[config.mk]
export PLATFORM = sky130hd
export DESIGN_NAME = imem_loader_flat
export DESIGN_NICKNAME = d
export VERILOG_FILES = /design/src/rtl/imem_loader_pkg.sv /design/src/rtl/imem_loader_if.sv /design/src/rtl/imem_loader_array.sv /design/src/rtl/imem_loader.sv /design/src/flat_wrapper.sv
export SDC_FILE = /design/constraint.sdc
export NUM_CORES = 1
export LEC_CHECK = 0
export ABC_AREA = 1
export CAP_MARGIN = 20
export CELL_PAD_IN_SITES_DETAIL_PLACEMENT = 0
export CELL_PAD_IN_SITES_GLOBAL_PLACEMENT = 2
export CORE_MARGIN = 8
export CORE_UTILIZATION = 48
export CTS_CLUSTER_DIAMETER = 50
export CTS_CLUSTER_SIZE = 24
export DETAILED_ROUTE_END_ITERATION = 10
export PLACE_DENSITY_LB_ADDON = 0.1
export SYNTH_ARGS = -nofsm -noshare
export SYNTH_HDL_FRONTEND = slang
export SYNTH_SLANG_ARGS = --single-unit
[constraint.sdc]
create_clock -name Clk -period 7.5 [get_ports Clk]
set_input_delay 0.75 -clock Clk [delete_from_list [all_inputs] [get_ports Clk]]
set_output_delay 0.75 -clock Clk [all_outputs]
set_load 0.03 [all_outputs]
[src/rtl/imem_loader_pkg.sv]
// Shared types and defaults for the instruction-memory loader.
// Holds the loader state codes and the default word/address/depth sizes.
// Imported by the interface, the array and the loader top.
package imem_loader_pkg;

  localparam int D_WIDTH_DEF  = 32;
  localparam int SA_WIDTH_DEF = 5;
  localparam int IMEM_DEPTH   = 32;

  typedef enum logic [2:0] {
    LDR_IDLE  = 3'd0,
    LDR_LOAD  = 3'd1,
    LDR_START = 3'd2,
    LDR_RUN   = 3'd3,
    LDR_HALT  = 3'd4
  } ldr_state_e;

  // Loader is busy while a program is being loaded, started or executed.
  function automatic logic ldr_busy(input ldr_state_e s);
    return (s == LDR_LOAD) || (s == LDR_START) || (s == LDR_RUN);
  endfunction

endpackage

[src/rtl/imem_loader_if.sv]
// Bus bundle between host/GPP side (master) and the instruction-memory loader (slave).
// Carries the load word stream, the GPP fetch port, core control and status.
// Purely wiring; no storage.
interface imem_loader_if
  import imem_loader_pkg::*;
#(
  parameter int D_WIDTH  = D_WIDTH_DEF,
  parameter int SA_WIDTH = SA_WIDTH_DEF
) ();

  logic                LdValid;
  logic [D_WIDTH-1:0]  LdData;
  logic                LdLast;
  logic                LdReady;
  logic [SA_WIDTH-1:0] Addr;
  logic                En;
  logic                RW;
  logic [D_WIDTH-1:0]  Data;
  logic                CpuRst;
  logic                CpuDone;
  logic [SA_WIDTH:0]   WordCount;
  logic                Busy;
  logic                Halted;
  logic                Err;

  modport master (
    output LdValid, LdData, LdLast, Addr, En, RW, CpuDone,
    input  LdReady, Data, CpuRst, WordCount, Busy, Halted, Err
  );

  modport slave (
    input  LdValid, LdData, LdLast, Addr, En, RW, CpuDone,
    output LdReady, Data, CpuRst, WordCount, Busy, Halted, Err
  );

endinterface

[src/rtl/imem_loader_array.sv]
// DEPTH x D_WIDTH word store: one synchronous write port, one registered read port.
// Read data appears one cycle after rd_en_i; rd_clr_i forces the read register to zero.
// No backpressure; contents are never cleared by reset.
module imem_array
  import imem_loader_pkg::*;
#(
  parameter int D_WIDTH  = D_WIDTH_DEF,
  parameter int SA_WIDTH = SA_WIDTH_DEF,
  parameter int DEPTH    = IMEM_DEPTH
) (
  input  logic                Clk,
  input  logic                Rst,
  input  logic                wr_en_i,
  input  logic [SA_WIDTH-1:0] wr_addr_i,
  input  logic [D_WIDTH-1:0]  wr_dat_i,
  input  logic                rd_en_i,
  input  logic                rd_clr_i,
  input  logic [SA_WIDTH-1:0] rd_addr_i,
  output logic [D_WIDTH-1:0]  rd_dat_o
);

  logic [D_WIDTH-1:0] mem [DEPTH];
  logic [D_WIDTH-1:0] rd_dat_q;

  // Program words land here during loading; no reset so the program survives Rst.
  always_ff @(posedge Clk) begin
    if (wr_en_i) begin
      mem[wr_addr_i] <= wr_dat_i;
    end
  end

  // Registered read: clear wins over a read, and the value holds when idle.
  always_ff @(posedge Clk) begin
    if (Rst || rd_clr_i) begin
      rd_dat_q <= '0;
    end else if (rd_en_i) begin
      rd_dat_q <= mem[rd_addr_i];
    end
  end

  assign rd_dat_o = rd_dat_q;

endmodule

[src/rtl/imem_loader.sv]
// Loads a program via valid/ready, holds the GPP in reset, then serves its fetches.
// Fetch latency 1 cycle (registered Data); load handshake is zero-latency on LdValid && LdReady.
// LdReady drops once the program is closed or the array is full; late LdValid is ignored.
module imem_loader
  import imem_loader_pkg::*;
#(
  parameter int D_WIDTH  = D_WIDTH_DEF,
  parameter int SA_WIDTH = SA_WIDTH_DEF,
  parameter int DEPTH    = IMEM_DEPTH
) (
  input  logic          Clk,
  input  logic          Rst,
  imem_loader_if.slave  bus
);

  localparam logic [SA_WIDTH:0] DEPTH_C = (SA_WIDTH + 1)'(DEPTH);

  ldr_state_e        state_q, state_d;
  logic [SA_WIDTH:0] wc_q, wc_d;
  logic              err_q, err_d;

  logic ld_rdy;
  logic ld_hs;
  logic run;
  logic fetch_rd;
  logic fetch_wr;
  logic in_range;
  logic rd_en;
  logic rd_clr;

  // Words are only taken while the program is still open and there is room.
  assign ld_rdy   = ((state_q == LDR_IDLE) || (state_q == LDR_LOAD)) && (wc_q < DEPTH_C);
  assign ld_hs    = bus.LdValid && ld_rdy;
  assign run      = (state_q == LDR_RUN);
  assign fetch_rd = run && bus.En && !bus.RW;
  assign fetch_wr = run && bus.En && bus.RW;
  // Fetches beyond the loaded program return an all-zero no-op.
  assign in_range = ({1'b0, bus.Addr} < wc_q);
  assign rd_en    = fetch_rd && in_range;
  assign rd_clr   = !run || (fetch_rd && !in_range);

  // Next-state, word counter and sticky error logic.
  always_comb begin
    state_d = state_q;
    wc_d    = wc_q;
    err_d   = err_q;
    if (ld_hs) begin
      wc_d = wc_q + 1'b1;
    end
    if (fetch_wr) begin
      err_d = 1'b1;
    end
    case (state_q)
      LDR_IDLE, LDR_LOAD: begin
        if (ld_hs) begin
          if (bus.LdLast) begin
            state_d = LDR_START;
          end else if (wc_d == DEPTH_C) begin
            // Array filled without a final-word marker: run what we have, flag it.
            state_d = LDR_START;
            err_d   = 1'b1;
          end else begin
            state_d = LDR_LOAD;
          end
        end
      end
      LDR_START: state_d = LDR_RUN;
      LDR_RUN: begin
        if (bus.CpuDone) begin
          state_d = LDR_HALT;
        end
      end
      LDR_HALT: state_d = LDR_HALT;
      default:  state_d = LDR_IDLE;
    endcase
  end

  // State register; Rst discards any partial program.
  always_ff @(posedge Clk) begin
    if (Rst) begin
      state_q <= LDR_IDLE;
      wc_q    <= '0;
      err_q   <= 1'b0;
    end else begin
      state_q <= state_d;
      wc_q    <= wc_d;
      err_q   <= err_d;
    end
  end

  imem_array #(
    .D_WIDTH  (D_WIDTH),
    .SA_WIDTH (SA_WIDTH),
    .DEPTH    (DEPTH)
  ) u_array (
    .Clk       (Clk),
    .Rst       (Rst),
    .wr_en_i   (ld_hs),
    .wr_addr_i (wc_q[SA_WIDTH-1:0]),
    .wr_dat_i  (bus.LdData),
    .rd_en_i   (rd_en),
    .rd_clr_i  (rd_clr),
    .rd_addr_i (bus.Addr),
    .rd_dat_o  (bus.Data)
  );

  assign bus.LdReady   = ld_rdy;
  assign bus.CpuRst    = !run;
  assign bus.Busy      = ldr_busy(state_q);
  assign bus.Halted    = (state_q == LDR_HALT);
  assign bus.Err       = err_q;
  assign bus.WordCount = wc_q;

endmodule

[src/flat_wrapper.sv]
// flat-port wrapper written by rule: the top's interface ports become plain ports
module imem_loader_flat import imem_loader_pkg::*;
#(
  parameter int D_WIDTH  = D_WIDTH_DEF,
  parameter int SA_WIDTH = SA_WIDTH_DEF,
  parameter int DEPTH    = IMEM_DEPTH
)
  (Clk, Rst, bus_LdValid, bus_LdData, bus_LdLast, bus_Addr, bus_En, bus_RW, bus_CpuDone, bus_LdReady, bus_Data, bus_CpuRst, bus_WordCount, bus_Busy, bus_Halted, bus_Err);
  imem_loader_if #(.D_WIDTH(D_WIDTH), .SA_WIDTH(SA_WIDTH)) bus_i ();
  input  logic Clk;
  input  logic Rst;
  input wire logic [$bits(bus_i.LdValid)-1:0] bus_LdValid;
  input wire logic [$bits(bus_i.LdData)-1:0] bus_LdData;
  input wire logic [$bits(bus_i.LdLast)-1:0] bus_LdLast;
  input wire logic [$bits(bus_i.Addr)-1:0] bus_Addr;
  input wire logic [$bits(bus_i.En)-1:0] bus_En;
  input wire logic [$bits(bus_i.RW)-1:0] bus_RW;
  input wire logic [$bits(bus_i.CpuDone)-1:0] bus_CpuDone;
  output wire logic [$bits(bus_i.LdReady)-1:0] bus_LdReady;
  output wire logic [$bits(bus_i.Data)-1:0] bus_Data;
  output wire logic [$bits(bus_i.CpuRst)-1:0] bus_CpuRst;
  output wire logic [$bits(bus_i.WordCount)-1:0] bus_WordCount;
  output wire logic [$bits(bus_i.Busy)-1:0] bus_Busy;
  output wire logic [$bits(bus_i.Halted)-1:0] bus_Halted;
  output wire logic [$bits(bus_i.Err)-1:0] bus_Err;
  assign bus_i.LdValid = bus_LdValid;
  assign bus_i.LdData = bus_LdData;
  assign bus_i.LdLast = bus_LdLast;
  assign bus_i.Addr = bus_Addr;
  assign bus_i.En = bus_En;
  assign bus_i.RW = bus_RW;
  assign bus_i.CpuDone = bus_CpuDone;
  assign bus_LdReady = bus_i.LdReady;
  assign bus_Data = bus_i.Data;
  assign bus_CpuRst = bus_i.CpuRst;
  assign bus_WordCount = bus_i.WordCount;
  assign bus_Busy = bus_i.Busy;
  assign bus_Halted = bus_i.Halted;
  assign bus_Err = bus_i.Err;
  imem_loader #(.D_WIDTH(D_WIDTH), .SA_WIDTH(SA_WIDTH), .DEPTH(DEPTH)) u_core (.Clk(Clk), .Rst(Rst), .bus(bus_i));
endmodule
==> reports/qor_table.md <==
| Quantity | Reported | Unit |
|:---|:---|:---|
| Result of the run | finished, final reports clean | - |
| Number of failing hold endpoints at the final stage | 0 | - |
| Maximum frequency from static timing analysis | 0.291 | GHz |
| Number of global-route vias before repair | 26.9k | - |
| Antenna violations before repair | 1 | - |
| Sequential share of the synthesized area | 0.747 | - |
| Primary flip-flop cell chosen by synthesis mapping | sky130_fd_sc_hd__edfxtp_1 | - |
| Final design area excluding fillers | 0.0490 | sq mm |
| Sequential Power Share | 0.489 | - |
| Maximum clock path buffer count | 3 | - |
| Clock latency of the later-clocked register in the worst-skew pair | 0.70 | ns |
| Number of buffers inserted to repair setup after CTS | 0 | - |
| DRT iter0 DRCs | 2,646 | - |
| First-pass GRT wire length | 181,000 | um |
| Final core utilization | 0.558 | - |
| Post-synth EDFFs | 1,024 | - |
| Register-to-register setup slack | 4.09 | ns |
| Detail Placement HPWL | 62,900 | um |
| Layout net count | 3,378 | - |
| Fraction of final layout cells sized beyond drive strength 1 | 0.101 | - |
| Transition at the pin with the smallest max-transition slack | 1.14 | ns |
| Routed length on met2 | 60,400 | um |
| Shortest period the worst path allows | 3.44 | ns |
| Reg clk slew, reported paths | 0.07 | ns |
| Synthesis-stage register bit count | 1,066 | - |
| Die outline height | 313 | um |
| Antenna diode count | 0 | - |
| Switching power of the nets | 3.12 | mW |
| Final setup slack of the worst path | 4.06 | ns |
| Largest fanout on the critical path | 196 | - |
| Aggregate global-route resource usage | 0.246 | - |
| Most common cell after layout, fill and taps aside | sky130_fd_sc_hd__edfxtp_1 | - |
| Post-placement cell area | 0.0445 | sq mm |
| PnR Total Power | 13.4 | mW |
| Effective utilization at floorplan | 0.482 | - |
| CP Capture Type | flop | - |
| Standard cell core area | 0.0878 | sq mm |
| Met3 wire length | 7330 | um |
| Final setup violating endpoints | 0 | - |
| Pins Over Slew Limit | 0 | - |
| Wirelength per Cell | 26.8 | um |
| M1 WL | 52,000 | um |
| Root Buffer Master | sky130_fd_sc_hd__clkbuf_16 | - |
| Ratio of final minimum period to clock period | 0.459 | - |
| First-pass detailed-route iteration total | 6 | - |
| Combinational cell fraction of total power | 0.054 | - |
| Netlist cell types | 33 | - |
| Number of warnings reported in the yosys synthesis log | 0 | - |
| Placement-stage worst setup slack | 3.40 | ns |
| Site row count | 109 | - |
| Clk pwr share | 0.456 | - |
| Sw frac | 0.232 | - |
| Detail Route Antenna Nets | 0 | - |
| Number of DRC violations after detailed routing | 0 | - |
| Avg Synthesized Cell Area | 12.9 | sq um |
| Worst min-delay path category | reg2reg | - |
| IO Pins | 87 | - |
| Global route overflow | 0 | - |
| Unrepaired setup endpoints after global routing | no | - |
| Total clock buffers created by CTS | 117 | - |
| Buffers added on ports | 86 | - |
| Cells after Synth | 3,272 | - |
| Kind of critical path | in2reg | - |
| Total vias in the final route | 27.3k | - |
| Sinks on Clock Net | 1,066 | - |
| Cell area after technology mapping | 0.0423 | sq mm |
| Highest routed metal layer | met4 | - |
| Largest net degree at the start of global routing | 221 | - |
| Final Wtd Congestion | 0.773 | - |
| Proportion of register bits with asynchronous set or reset after synthesis | 0 | - |
| Final routed wirelength across all metal layers | 123,000 | um |
| Internal power summed over all cells | 10.3 | mW |
| Critical path required time | 8.12 | ns |
| H-tree level count | 3 | - |
| Width of the die | 313 | um |
| Arrival time worst endpoint | 4.06 | ns |
| Max-Cap Viols | 0 | - |
| Aggregate negative setup slack | 0 | ns |
| Number of resized instances in the post-cts repair step | 0 | - |
| Syn Nets | 3,324 | - |
| Via density | 5.93 | - |
| Worst clock skew | 0.0211 | ns |
| Commonest non-fill, non-tap cells in the layout | sky130_fd_sc_hd__edfxtp_1 (1,024), sky130_fd_sc_hd__nor2_1 (777), sky130_fd_sc_hd__o21ai_0 (415) | - |
| Power density cells | 274 | mW/mm^2 |
| Rel. slew slack | 0.241 | - |
| Worst vdd rail ir drop | 0.000175 | V |
| Relative area change from synthesis to final layout | 15.8 | % |
| Leakage power summed over all cells | 15.4 | nW |
| TritonCTS clock tree | built | - |
| Kind of start point of the critical path | input pin | - |
| Total die area | 0.0979 | sq mm |
| # hold bufs at CTS | 0 | - |
power by group through the flow:
stage	Combinational [mW]	Sequential (mW)	Clock [mW]
6_report	0.731	6.57	6.13
5_1_grt	0.801	6.57	6.44
4_1_cts	0.717	6.58	6.21
3_5_place_dp	0.714	6.70	0
3_3_place_gp	0.694	6.71	0
2_1_floorplan	0.400	6.70	0
final timing paths:
path / from / end / cells after the start
max: bus_Addr[0] / u_core.u_array.rd_dat_o[10] / 10
min reg2reg: u_core.u_array.rd_dat_o[6] / u_core.u_array.rd_dat_o[6] / 2
min: u_core.u_array.rd_dat_o[6] / u_core.u_array.rd_dat_o[6] / 2
max reg2reg: u_core.bus.WordCount[5] / u_core.u_array.mem[5][15] / 6
cells in the mapped netlist (all sizes together), types with 2 or more instances:
cell / count / area share
clkbuf: 121 / 0.011
nand3: 171 / 0.020
a21oi: 8 / 0.00095
a21boi: 33 / 0.0059
inv: 25 / 0.0022
buf: 111 / 0.015
o211ai: 257 / 0.046
o21ai: 611 / 0.072
nor3: 3 / 0.00059
nor2: 809 / 0.072
nand2: 38 / 0.0034
a211oi: 2 / 0.00047
ha: 8 / 0.0024
nand4: 3 / 0.00044
dfxtp: 42 / 0.020
edfxtp: 1024 / 0.73
final cells by class:
| class | count | area [sq um] |
|---|---|---|
| timing repair buffer | 167 | 1830 |
| clock buffer | 133 | 3100 |
| multi-input combinational | 1948 | 9790 |
| sequential | 1066 | 31600 |
| clock inverter | 90 | 1100 |
| tap | 1165 | 1460 |
| inverter | 26 | 120 |
| fill | 7188 | 38800 |
cells by family (layout without fill, tap and decap cells):
kind of cell | Yosys count | after routing | share of synthesized area
DFF | 1066 | 1066 | 0.747
adders and majority gates | 8 | 8 | 0.00237
and+or+nand+nor | 1027 | 1027 | 0.0971
buffers and inverters | 258 | 416 | 0.0282
xor gates and xnor gates | 1 | 1 | 0.000207
AOI/OAI and AO/OA | 912 | 912 | 0.126
layer usage:
layer  GRT usage  vias up
met5           0        -
li1            -    12247
met4      0.0743        0
met2       0.413      888
met1       0.333    13928
met3      0.0347      188
critical path, cell delays in order:
cell                       delay [ns]
sky130_fd_sc_hd__buf_8           0.28
sky130_fd_sc_hd__inv_16          0.70
sky130_fd_sc_hd__a21boi_1        0.16
sky130_fd_sc_hd__o21ai_2         0.19
sky130_fd_sc_hd__o211ai_4        0.29
sky130_fd_sc_hd__buf_4           0.41
sky130_fd_sc_hd__nor2_4          0.12
sky130_fd_sc_hd__buf_4           0.54
sky130_fd_sc_hd__nand3_1         0.25
sky130_fd_sc_hd__a21boi_1        0.16
flip-flops by register name (all words and copies together), names as in the netlist:
register,flops
u_core.bus.Err,1
u_core.u_array.rd_dat_o,32
u_core.u_array.mem,1024
u_core.bus.WordCount,6
u_core.state_q,3
metrics by stage:
step	hold slack (ns)	instances
2_1_floorplan	0.459	3272
3_3_place_gp	0.476	4349
3_5_place_dp	0.479	4359
4_1_cts	0.489	4582
5_1_grt	0.513	4595
6_report	0.485	4595
Power figures use the tool's default switching activity.
